**config.mk**
```make
export PLATFORM = sky130hd
export DESIGN_NAME = instr_encoder_flat
export DESIGN_NICKNAME = d
export VERILOG_FILES = /design/src/rtl/instr_encoder_if.sv /design/src/rtl/instr_encoder.sv /design/src/flat_wrapper.sv
export SDC_FILE = /design/constraint.sdc
export NUM_CORES = 1
export LEC_CHECK = 0
export ABC_AREA = 0
export CAP_MARGIN = 30
export CORE_MARGIN = 1
export CORE_UTILIZATION = 30
export CTS_CLUSTER_DIAMETER = 40
export DETAILED_ROUTE_END_ITERATION = 10
export SLEW_MARGIN = 30
export SYNTH_ARGS = -nofsm -noshare
export SYNTH_HDL_FRONTEND = slang
export SYNTH_SLANG_ARGS = --single-unit
```
**constraint.sdc**
```tcl
create_clock -name clk -period 1.75 [get_ports clk]
set_input_delay 0.175 -clock clk [delete_from_list [all_inputs] [get_ports clk]]
set_output_delay 0.175 -clock clk [all_outputs]
set_load 0.01 [all_outputs]
```
**src/rtl/instr_encoder_if.sv**
```systemverilog
`default_nettype none
// ============================================================================
//  Module   : instr_encoder_if
//  Brief    : Request handshake bundle carrying mnemonic-level instructions
//             from the loader (master) into the encoder (slave).
//  Revision : 1.0 - initial release
// ============================================================================
interface instr_encoder_if;
    logic        in_valid;
    logic        in_ready;
    logic [4:0]  in_mnem;
    logic [4:0]  in_rs;
    logic [4:0]  in_rt;
    logic [4:0]  in_rd;
    logic [15:0] in_imm;
    logic [25:0] in_target;

    // Loader side: drives the request and observes ready.
    modport master (
        output in_valid, in_mnem, in_rs, in_rt, in_rd, in_imm, in_target,
        input  in_ready
    );

    // Encoder side: consumes the request and drives ready.
    modport slave (
        input  in_valid, in_mnem, in_rs, in_rt, in_rd, in_imm, in_target,
        output in_ready
    );
endinterface
`default_nettype wire

```
**src/rtl/instr_encoder.sv**
```systemverilog
`default_nettype none
// ============================================================================
//  Module   : instr_encoder
//  Brief    : Packs mnemonic-level MIPS requests into 32-bit instruction
//             words and streams them into instruction memory at consecutive
//             word addresses, flagging illegal mnemonic codes.
//  Revision : 1.0 - initial release
// ============================================================================
module instr_encoder #(
    parameter int IM_DEPTH = 128,
    parameter int AW       = 7
) (
    input  wire logic          clk,
    input  wire logic          rst,
    input  wire logic          start,
    instr_encoder_if.slave     req,
    output logic               im_we,
    output logic [AW-1:0]      im_addr,
    output logic [31:0]        im_wdata,
    output logic [AW:0]        count,
    output logic               full,
    output logic               err,
    output logic [4:0]         err_mnem
);

    typedef enum logic [1:0] {
        S_IDLE = 2'd0,
        S_LOAD = 2'd1,
        S_FULL = 2'd2
    } state_t;

    localparam logic [AW:0] c_depth = (AW+1)'(IM_DEPTH);
    localparam logic [AW:0] c_one   = (AW+1)'(1);

    state_t        state_q;
    logic          im_we_q;
    logic [AW-1:0] im_addr_q;
    logic [31:0]   im_wdata_q;
    logic [AW:0]   count_q;
    logic          err_q;
    logic [4:0]    err_mnem_q;

    logic          w_hs;
    logic          legal_d;
    logic [31:0]   word_d;

    // start pre-empts any request presented in its own cycle.
    assign req.in_ready = (state_q == S_LOAD) & ~start;
    assign w_hs         = req.in_valid & req.in_ready;

    // Encode the presented request; codes above nop are flagged illegal.
    always_comb begin
        legal_d = 1'b1;
        word_d  = 32'h0000_0000;
        case (req.in_mnem)
            5'd0:  word_d = {6'h00, req.in_rs, req.in_rt, req.in_rd, 5'h00, 6'h20};
            5'd1:  word_d = {6'h00, req.in_rs, req.in_rt, req.in_rd, 5'h00, 6'h22};
            5'd2:  word_d = {6'h00, req.in_rs, req.in_rt, req.in_rd, 5'h00, 6'h24};
            5'd3:  word_d = {6'h00, req.in_rs, req.in_rt, req.in_rd, 5'h00, 6'h25};
            5'd4:  word_d = {6'h00, req.in_rs, req.in_rt, req.in_rd, 5'h00, 6'h2A};
            5'd5:  word_d = {6'h00, req.in_rs, req.in_rt, req.in_rd, 5'h00, 6'h2B};
            5'd6:  word_d = {6'h00, req.in_rs, req.in_rt, req.in_rd, 5'h00, 6'h21};
            5'd7:  word_d = {6'h00, req.in_rs, req.in_rt, req.in_rd, 5'h00, 6'h23};
            5'd8:  word_d = {6'h08, req.in_rs, req.in_rt, req.in_imm};
            5'd9:  word_d = {6'h0D, req.in_rs, req.in_rt, req.in_imm};
            5'd10: word_d = {6'h23, req.in_rs, req.in_rt, req.in_imm};
            5'd11: word_d = {6'h2B, req.in_rs, req.in_rt, req.in_imm};
            5'd12: word_d = {6'h04, req.in_rs, req.in_rt, req.in_imm};
            5'd13: word_d = {6'h0C, req.in_rs, req.in_rt, req.in_imm};
            5'd14: word_d = {6'h02, req.in_target};
            5'd15: word_d = {6'h03, req.in_target};
            5'd16: word_d = 32'h0000_0000;
            default: begin
                legal_d = 1'b0;
                word_d  = 32'h0000_0000;
            end
        endcase
    end

    // Load-control FSM with registered write port, counter and error capture.
    // The write pointer is the low bits of count: illegal requests move neither.
    always_ff @(posedge clk or posedge rst) begin
        if (rst) begin
            state_q    <= S_IDLE;
            im_we_q    <= 1'b0;
            im_addr_q  <= '0;
            im_wdata_q <= 32'h0000_0000;
            count_q    <= '0;
            err_q      <= 1'b0;
            err_mnem_q <= 5'd0;
        end else begin
            im_we_q <= 1'b0;
            if (start) begin
                state_q    <= S_LOAD;
                count_q    <= '0;
                err_q      <= 1'b0;
                err_mnem_q <= 5'd0;
            end else if (w_hs) begin
                if (legal_d) begin
                    im_we_q    <= 1'b1;
                    im_addr_q  <= count_q[AW-1:0];
                    im_wdata_q <= word_d;
                    count_q    <= count_q + c_one;
                    if ((count_q + c_one) == c_depth) begin
                        state_q <= S_FULL;
                    end
                end else begin
                    err_q <= 1'b1;
                    if (!err_q) begin
                        err_mnem_q <= req.in_mnem;
                    end
                end
            end
        end
    end

    assign im_we    = im_we_q;
    assign im_addr  = im_addr_q;
    assign im_wdata = im_wdata_q;
    assign count    = count_q;
    assign full     = (state_q == S_FULL);
    assign err      = err_q;
    assign err_mnem = err_mnem_q;

endmodule
`default_nettype wire

```
**src/flat_wrapper.sv**
```systemverilog
// flat-port wrapper written by rule: the top's interface ports become plain ports
module instr_encoder_flat 
#(
    parameter int IM_DEPTH = 128,
    parameter int AW       = 7
)
  (clk, rst, start, im_we, im_addr, im_wdata, count, full, err, err_mnem, req_in_valid, req_in_mnem, req_in_rs, req_in_rt, req_in_rd, req_in_imm, req_in_target, req_in_ready);
  instr_encoder_if req_i ();
  input  wire logic clk;
  input  wire logic rst;
  input  wire logic start;
  output logic im_we;
  output logic [AW-1:0] im_addr;
  output logic [31:0] im_wdata;
  output logic [AW:0] count;
  output logic full;
  output logic err;
  output logic [4:0] err_mnem;
  input wire logic [$bits(req_i.in_valid)-1:0] req_in_valid;
  input wire logic [$bits(req_i.in_mnem)-1:0] req_in_mnem;
  input wire logic [$bits(req_i.in_rs)-1:0] req_in_rs;
  input wire logic [$bits(req_i.in_rt)-1:0] req_in_rt;
  input wire logic [$bits(req_i.in_rd)-1:0] req_in_rd;
  input wire logic [$bits(req_i.in_imm)-1:0] req_in_imm;
  input wire logic [$bits(req_i.in_target)-1:0] req_in_target;
  output wire logic [$bits(req_i.in_ready)-1:0] req_in_ready;
  assign req_i.in_valid = req_in_valid;
  assign req_i.in_mnem = req_in_mnem;
  assign req_i.in_rs = req_in_rs;
  assign req_i.in_rt = req_in_rt;
  assign req_i.in_rd = req_in_rd;
  assign req_i.in_imm = req_in_imm;
  assign req_i.in_target = req_in_target;
  assign req_in_ready = req_i.in_ready;
  instr_encoder #(.IM_DEPTH(IM_DEPTH), .AW(AW)) u_core (.clk(clk), .rst(rst), .start(start), .req(req_i), .im_we(im_we), .im_addr(im_addr), .im_wdata(im_wdata), .count(count), .full(full), .err(err), .err_mnem(err_mnem));
endmodule
```
==> out/qor.yml, run 1 <==
synth_area_leaders: "dfrtp_1 50%, nand2_1 8.0%, a22oi_1 4.7%"
dp_cells: 521
p_seq_share_pct: 49.4
ys_seq_area_share_pct: 50.46
design.die.area_um2: 9477
cts_buffers: 5
place_congestion: 0.8492
routed_wl_mm: 7.992
postCtsSetupBuffers: 0
drt_iter0_drc: 129
area_delta_synth_final_pct: 58.17
io_buffers: 120
timing.final.crit_period_ns: 1.563
ys_ff_latch: 55
crit_fanout: 10
finalHoldViolCount: 0
busiest_layer: "met2"
globalRouteOverflowTotal: 0
max_freq_mhz: 639.7
synth_cell_type_count: 52
internal_power_uw: 2135
p_per_area_nw_per_um2: 683.3
cts.clk_slew.worst_paths_ns: 0.10
async_flop_share_pct: 100.0
switching_share_pct: 27.58
grt_max_degree: 25
slew_violations: 0
synthCells: 279
n_antenna_cell: 0
synth_edf_count: 0
synthesis.nets: 346
max-slew-margin-rel_pct: 64.13
dp_worst_setup_slack_ns: -0.1449
cts_buffer_depth: 2
htree_levels: 2
fp.coreArea_um2: 8763
synth_warnings: 0
setup_ws_ns: 0.1867
dpl-instance-area_um2: 4227
nets: 487
synth.avg_cell_area_um2: 9.776
peakVddDrop_mv: 0.3348
status: "complete, no violations"
power_uw: 2948
endpoint_kind: "flop"
yosys.area.top_type: "dfrtp_1"
clock_skew_ns: 0.01121
start_util_pct: 31.13
firstDrtPassIters: 5
cp.arrival_ns: 1.79
leakagePower_uw: 0.001876
use_met3_pct: 5.252
p_comb_share_pct: 27.1
design_area_um2: 4314
die_height_um: 97.35
critPathKind: "primary input to flop"
synth_area_um2: 2728
rows: 34
setup_viol: 0
drc: 0
switchingPower_uw: 813.1
use_met2_pct: 29.52
grt_pass1_vias: 2674
cts_tree: "done"
wl_per_cell_um: 15.11
drv_cap: 0
hpwl_mm: 6.185
worstHoldPathType: "primary input to asynchronous set/reset pin"
ant_nets: 0
ys.flop_type: "dfrtp_1"
antenna_found_initial: 0
synth_top_area_share_pct: 50.46
grt_use_total_pct: 17.24
cts_sinks: 55
via_per_inst: 4.936
die_w_um: 97.35
crit_path_start_kind: "primary input"
insertion_delay_ns: 0.30
clkPwrFrac_pct: 23.5
worst_pin_slew_ns: 0.5363
post-route-period-util_pct: 89.33
cts_root_buf: "clkbuf_8"
drive_gt1_share_pct: 13.30
rsz0062_at_grt: "no"
grt_util_met1_pct: 21.77
dr_total_vias: 2611
required_ns: 1.97
finalNonFillerCells: 529
io_pins: 122
final_util_pct: 49.23
grt_pass1_wl_mm: 13.20
==> registers in the layout, summed over array words and instances, names as in the netlist <==
| signal | flops |
|---|---|
| u_core.im_wdata | 31 |
| u_core.err | 1 |
| u_core.im_we | 1 |
| u_core.im_addr | 7 |
| u_core.count | 8 |
| u_core.state_q | 2 |
| u_core.err_mnem | 5 |
==> layer usage <==
metal  up-vias  part of all wire, %
met3         4                  7.6
met2        94                   49
li1       1268                    -
met4         0                 0.69
met1      1245                   43
met5         -                    0
==> per-stage QoR <==
| step | hold slack (ns) | setup TNS [ns] |
|---|---|---|
| after floorplan | 0.3612 | 0 |
| after global placement | 0.4580 | -3.014 |
| after detailed placement | 0.4627 | -3.114 |
| after CTS | 0.1737 | 0 |
| after global routing | 0.1912 | 0 |
| final | 0.1702 | 0 |
==> Yosys cell counts (all sizes together), types with 2 or more instances <==
cell and count:
nand2 59, dfrtp 55, o21ai 28, a22oi 17, buf 13, nor2 13
a21oi 9, inv 8, clkbuf 7, nand3 7, nand2b 6, a222oi 5
nor2b 5, a21o 4, a31oi 3, and3 3, mux2 3, nand4 3
o41ai 3, a22o 2, nand4bb 2, nor3b 2, o22ai 2, o31ai 2
or3 2, xor2 2
==> power by group through the flow <==
stage | combinational (uW) | sequential, uW | clock [uW]
CTS | 814 | 1460 | 724
floorplan | 253 | 1530 | 0
finish | 800 | 1460 | 692
detailed placement | 812 | 1480 | 0
global placement | 807 | 1480 | 0
global route | 868 | 1470 | 773
==> worst max-delay path: stages <==
cell             delay [ns]
clkdlybuf4s50_1        0.49
buf_4                  0.17
buf_4                  0.15
a31oi_2                0.45
a22oi_1                0.14
o21ai_0                0.20
==> area by class of cell <==
cell class,instances,area (um^2)
Fill cell,860,4449
Inverter,8,30.03
Sequential cell,55,1376
Multi-Input combinational cell,196,1191
Tap cell,108,135.1
Clock buffer,6,72.57
Timing Repair Buffer,154,1496
Clock inverter,2,12.51
==> cell usage in the layout (no fill, tap or decap), types with 2 or more instances in the layout <==
| master | synthesis | layout |
|---|---|---|
| nand3_1 | 7 | 7 |
| xor2_1 | 2 | 2 |
| and3_1 | 3 | 3 |
| a31oi_1 | 2 | 2 |
| nand2b_1 | 5 | 5 |
| o31ai_1 | 2 | 2 |
| buf_12 | 0 | 3 |
| nand4_1 | 3 | 3 |
| inv_2 | 1 | 2 |
| nor2b_1 | 5 | 5 |
| nand4bb_1 | 2 | 2 |
| clkdlybuf4s50_1 | 0 | 119 |
| a22oi_1 | 17 | 17 |
| dfrtp_1 | 55 | 55 |
| mux2_4 | 3 | 3 |
| buf_4 | 3 | 31 |
| a21o_1 | 4 | 4 |
| nor2_1 | 12 | 12 |
| clkbuf_8 | 0 | 5 |
| or3_1 | 2 | 2 |
| o21ai_0 | 18 | 18 |
| o21ai_1 | 10 | 10 |
| o22ai_1 | 2 | 2 |
| a22o_1 | 2 | 2 |
| inv_1 | 7 | 6 |
| a222oi_1 | 5 | 5 |
| nand2_1 | 58 | 58 |
| a21oi_1 | 8 | 8 |
==> final timing paths <==
check | to | cells after the start | start | slack, ns
max in group asynchronous | u_core.count[4] | 3 | rst | 1.01
min reg2reg | u_core.im_addr[4] | 2 | u_core.im_addr[4] | 0.48
max | u_core.im_wdata[19] | 6 | req_in_mnem[4] | 0.19
min in group clk | u_core.im_addr[4] | 2 | u_core.im_addr[4] | 0.48
max reg2reg | u_core.err_mnem[2] | 4 | u_core.state_q[1] | 0.22
min | u_core.im_wdata[26] | 2 | rst | 0.17
==> kinds of logic (layout without fill, tap and decap cells) <==
| logic type | count (synthesis) | in the layout | share of synthesized area [%] |
|---|---|---|---|
| simple gates | 106 | 106 | 18.90 |
| compound gates | 82 | 82 | 21.51 |
| flops | 55 | 55 | 50.46 |
| buf+inv | 28 | 170 | 5.871 |
| mux | 4 | 4 | 2.018 |
| xor+xnor | 2 | 2 | 0.6423 |
| fa+ha+maj | 1 | 1 | 0.4586 |
| other cells | 1 | 1 | 0.1375 |
==> what timing repair did <==
action                                  CTS  global route
hold buffers                              0             0
endpoints found under the setup margin    0             1
resized for setup                         0             1
Note: power is estimated with default switching activity, not from simulation.
==> run 2, diff against run 1 <==
- CORE_UTILIZATION: 30 -> 43
- CTS_BUF_LIST: not set -> sky130_fd_sc_hd__clkbuf_2 sky130_fd_sc_hd__clkbuf_4 sky130_fd_sc_hd__clkbuf_8
- PLACE_DENSITY: not set -> 0.82
==> run 2 against run 1 <==
Core utilization rose by 22 points. Power increased by 3.1%. Critical path depth shrank 3. Cell area decreased by 0.58%. Largest power group unchanged. Clock skew decreased by 0.0074 ns. Critical endpoint is now req_in_ready. Worst setup slack lost 0.068 ns. Fmax decreased by 4.2%. Register-to-register slack got worse by 0.08 ns. Clock-buffer cell count is 2 higher. Routed wire length fell by 1.8%.
==> out/qor.yml, run 2 (synthesis results as in run 1) <==
rrSetupSlack_ns: 0.14
rows: 28
ant_nets: 0
rr_worst_depth: 4
final_cell_mix: "120 x clkdlybuf4s50_1, 58 x nand2_1, 55 x dfrtp_1"
dr_total_vias: 2678
postCtsSetupBuffers: 0
finalHoldViolCount: 0
cp.arrival_ns: 1.46
endpoint_kind: "output port"
design.die.area_um2: 6666
wl_per_cell_um: 15.82
timing.final.crit_period_ns: 1.632
grt_use_total_pct: 24.99
clkPwrFrac_pct: 25.5
p_comb_share_pct: 26.5
max_stage_delay_ns: 0.52
cts_sinks: 55
setup_viol: 0
routed_wl_mm: 7.846
status: "complete, no violations"
htree_levels: 2
grt_max_degree: 56
cts.clk_slew.worst_paths_ns: 0.09
dp_cells: 488
die_height_um: 81.65
nets: 487
worstHoldPathType: "primary input to asynchronous set/reset pin"
die_w_um: 81.65
via_per_inst: 5.399
io_buffers: 120
cts_buffer_depth: 2
firstDrtPassIters: 4
design_area_um2: 4289
cts_resized: 0
clock_skew_ns: 0.003807
worstReg2RegStart: "u_core.count[0]"
grt_pass1_vias: 2669
max_freq_mhz: 612.9
start_util_pct: 45.27
grt_pass1_wl_mm: 12.74
slew_violations: 0
seq_area_um2: 1376
crit_path_start_kind: "flop"
n_antenna_cell: 0
globalRouteOverflowTotal: 0
p_per_area_nw_per_um2: 708.5
drv_cap: 0
cts_tree: "done"
cts_buffers: 5
fp.coreArea_um2: 6026
p_seq_share_pct: 48.0
n_fill_cell: 464
critPathKind: "flop to output port"
cts_root_buf: "clkbuf_8"
finalNonFillerCells: 496
antenna_found_initial: 0
hpwl_mm: 6.008
r2r_end: "u_core.state_q[0]"
switching_share_pct: 26.44
drc: 0
largest_reg_flops: 31
area_delta_synth_final_pct: 57.25
tns_ns: 0
multi_input_area_um2: 1191
cp_slowest_cell: "clkdlybuf4s50_1"
insertion_delay_ns: 0.31
io_pins: 122
peakVddDrop_mv: 0.4026
dpl-instance-area_um2: 4185
drive_gt1_share_pct: 13.54
required_ns: 1.57
rsz0062_at_grt: "no"
drt_iter0_drc: 145
final_common_cell: "clkdlybuf4s50_1"
crit_fanout: 3
leakagePower_uw: 0.001885
internal_power_uw: 2235
post-route-period-util_pct: 93.23
place_congestion: 0.7752
hold_buffers: 0
switchingPower_uw: 803.3
final_util_pct: 71.18
worstPathCellList: "inv_1 -> and3_1 -> clkdlybuf4s50_1"
[run 2: changes by cell type in the layout (fill, tap and decap cells not counted), sizes merged]
cell / before / now
clkbuf: 6 / 8
clkdlybuf4s50: 119 / 120
clkinv: 1 / 0
clkinvlp: 1 / 0
dlymetal6s2s: 1 / 0
[run 2: worst max-delay path, delay by kind of cell, from the launching register on]
kind	cells	cell delay, ns
buffers and inverters	2	0.61
DFF	1	0.39
and+or+nand+nor	1	0.15
[run 2: worst max-delay path by stage]
stage	start	to	cells after the start
after floorplan	rst	u_core.count[0]	1
after global placement	req_in_mnem[2]	u_core.im_wdata[14]	6
after detailed placement	req_in_mnem[1]	u_core.im_wdata[12]	6
after CTS	u_core.state_q[1]	req_in_ready	3
after global routing	u_core.state_q[1]	req_in_ready	3
final	u_core.state_q[1]	req_in_ready	3
[run 2: cell type report]
class                           instances  share of cell area [%]
Clock buffer                            8                   2.421
Inverter                                8                  0.7001
Multi-Input combinational cell        196                   27.77
Sequential cell                        55                   32.09
Tap cell                               75                   2.188
Timing Repair Buffer                  154                   34.83
[run 2: stage by stage]
stage          worst slack [ns]  total power, uW  hold WS, ns
2_1_floorplan            0.2321             1779       0.3612
3_3_place_gp            -0.1338             2271       0.4546
3_5_place_dp            -0.1503             2290       0.4665
4_1_cts                  0.1073             3063       0.2361
5_1_grt                 0.02156             3195       0.2625
6_report                 0.1184             3039       0.2242
[run 2: metal layers]
metal	global-route usage, %	wire [um]	vias up
li1	-	-	1272
met1	31.64	3182	1284
met2	40.58	3857	111
met3	8.667	698	11
met4	6.842	108	0
met5	0	0	-
[run 2: power by group through the flow]
stage	combinational, uW	sequential [uW]	clock (uW)
floorplan	253	1530	0
global placement	792	1480	0
detailed placement	813	1480	0
CTS	814	1460	791
global route	873	1470	849
finish	806	1460	775
==> run 3, diff against run 2 <==
- CORE_UTILIZATION: 43 -> 42
- CTS_BUF_LIST: sky130_fd_sc_hd__clkbuf_2 sky130_fd_sc_hd__clkbuf_4 sky130_fd_sc_hd__clkbuf_8 -> not set
- PLACE_DENSITY: 0.82 -> 0.81
==> run 3 against run 2 <==
Final cell count is 0.20% higher. Largest cell class unchanged. Highest routed layer is now met5. Combinational power barely moved. Cell area is 0.85% higher. Hold slack worse by 0.023 ns. Register-to-register slack gained 0.07 ns. Routed wire length fell by 1.5%. Clock-buffer cell count fell by 2. Critical endpoint is now count[3].
==> out/qor.yml, run 3 (synthesis results as in run 1) <==
globalRouteOverflowTotal: 0
cts.clk_slew.worst_paths_ns: 0.10
cts_tree: "done"
largest_reg_flops: 31
status: "complete, no violations"
worst_pin_slew_ns: 0.4990
grt_pass1_vias: 2710
cts_buffers: 5
switchingPower_uw: 818.0
io_pins: 122
setup_ws_ns: 0.1573
cts_buffer_depth: 2
place_congestion: 0.7811
drv_cap: 0
worstHoldPathType: "primary input to asynchronous set/reset pin"
multi_input_area_um2: 1191
clkPwrFrac_pct: 27.8
slew_violations: 0
final_common_cell: "clkdlybuf4s50_1"
routed_wl_mm: 7.732
ant_nets: 0
crit_fanout: 9
cp_slowest_cell: "clkdlybuf4s50_1"
crit_path_start_kind: "flop"
drive_gt1_share_pct: 13.74
die_height_um: 82.59
post-route-period-util_pct: 91.01
via_per_inst: 5.423
firstDrtPassIters: 4
leakagePower_uw: 0.001908
wl_per_cell_um: 15.56
htree_levels: 2
critPathKind: "flop to output port"
io_buffers: 120
p_seq_share_pct: 46.5
hold_buffers: 0
worst_hold_slack_ns: 0.2007
antenna_found_initial: 1
max_freq_mhz: 627.9
grt_use_total_pct: 24.82
endpoint_kind: "output port"
area_delta_synth_final_pct: 58.58
die_w_um: 82.59
max-slew-margin-rel_pct: 66.69
worstPathCellList: "clkdlybuf4s50_1"
dp_worst_setup_slack_ns: -0.1492
p_per_area_nw_per_um2: 726.0
p_comb_share_pct: 25.8
rsz0062_at_grt: "no"
grt_pass1_wl_mm: 12.65
nets: 488
required_ns: 1.57
n_fill_cell: 477
rows: 28
crit_buf_inv: 1
seq_area_um2: 1376
cp.arrival_ns: 1.42
grt_max_degree: 22
final_cell_mix: "119 x clkdlybuf4s50_1, 58 x nand2_1, 55 x dfrtp_1"
fp.coreArea_um2: 6096
hpwl_mm: 5.976
cts_root_buf: "clkbuf_8"
path_delay_family: "buffers and inverters"
insertion_delay_ns: 0.31
peakVddDrop_mv: 0.4268
switching_share_pct: 26.05
setup_viol: 0
internal_power_uw: 2322
clock_skew_ns: 0.004002
start_util_pct: 44.75
design.die.area_um2: 6820
drt_iter0_drc: 172
dr_total_vias: 2695
max_stage_delay_ns: 0.60
cts_sinks: 55
timing.final.crit_period_ns: 1.593
finalHoldViolCount: 0
drc: 0
n_antenna_cell: 0
==> run 3: changes by cell type in the layout (fill, tap and decap cells not counted), sizes merged <==
cell | before | now
dlymetal6s2s | 0 | 1
clkinv | 0 | 1
buf | 34 | 35
clkbuf | 8 | 6
bufinv | 0 | 1
clkdlybuf4s50 | 120 | 119
==> run 3: worst paths after layout <==
path | depth (start not counted) | to | slack, ns | startpoint
worst min register to register | 2 | u_core.im_addr[4] | 0.48 | u_core.im_addr[4]
max in group asynchronous | 3 | u_core.im_wdata[2] | 1.08 | rst
min in group clk | 2 | u_core.im_addr[4] | 0.48 | u_core.im_addr[4]
worst max register to register | 4 | u_core.err_mnem[0] | 0.21 | u_core.state_q[1]
worst min-delay path | 2 | u_core.im_wdata[25] | 0.20 | rst
worst max-delay path | 1 | count[3] | 0.16 | u_core.count[3]
==> run 3: routing by layer <==
layer	vias up	GRT usage [%]	wire, um
li1	1266	-	-
met1	1299	30.36	3142
met2	112	41.32	3745
met3	16	8.791	717
met4	2	7.069	112
met5	-	0	14
==> run 3: timing repair <==
item,4_1_cts,5_1_grt
setup buffers,0,0
endpoints found under the setup margin,0,1
resized for setup,0,1
==> run 3: layout make-up <==
| type | instances | area share (%) |
|---|---|---|
| tap | 75 | 2.170 |
| multi-input combinational | 196 | 27.54 |
| sequential | 55 | 31.82 |
| clock inverter | 2 | 0.8100 |
| inverter | 8 | 0.6942 |
| clock buffer | 6 | 1.909 |
| timing repair buffer | 155 | 35.06 |
==> run 3: per-stage QoR <==
step | std cells | total power [uW] | setup TNS [ns] | utilization (%) | cell area [um^2]
final | 497 | 3140 | 0 | 70.96 | 4325
after global routing | 497 | 3287 | 0 | 70.96 | 4325
after CTS | 497 | 3161 | 0 | 70.92 | 4323
after global placement | 489 | 2272 | -1.111 | 68.99 | 4205
after detailed placement | 489 | 2290 | -2.399 | 68.99 | 4205
after floorplan | 279 | 1779 | 0 | - | 2728
==> run 3: power groups by stage <==
| stage | Sequential [uW] | Clock [uW] | Combinational [uW] |
|---|---|---|---|
| 3_3_place_gp | 1480 | 0 | 793 |
| 2_1_floorplan | 1530 | 0 | 253 |
| 5_1_grt | 1470 | 935 | 877 |
| 6_report | 1460 | 872 | 809 |
| 4_1_cts | 1460 | 888 | 814 |
| 3_5_place_dp | 1480 | 0 | 810 |
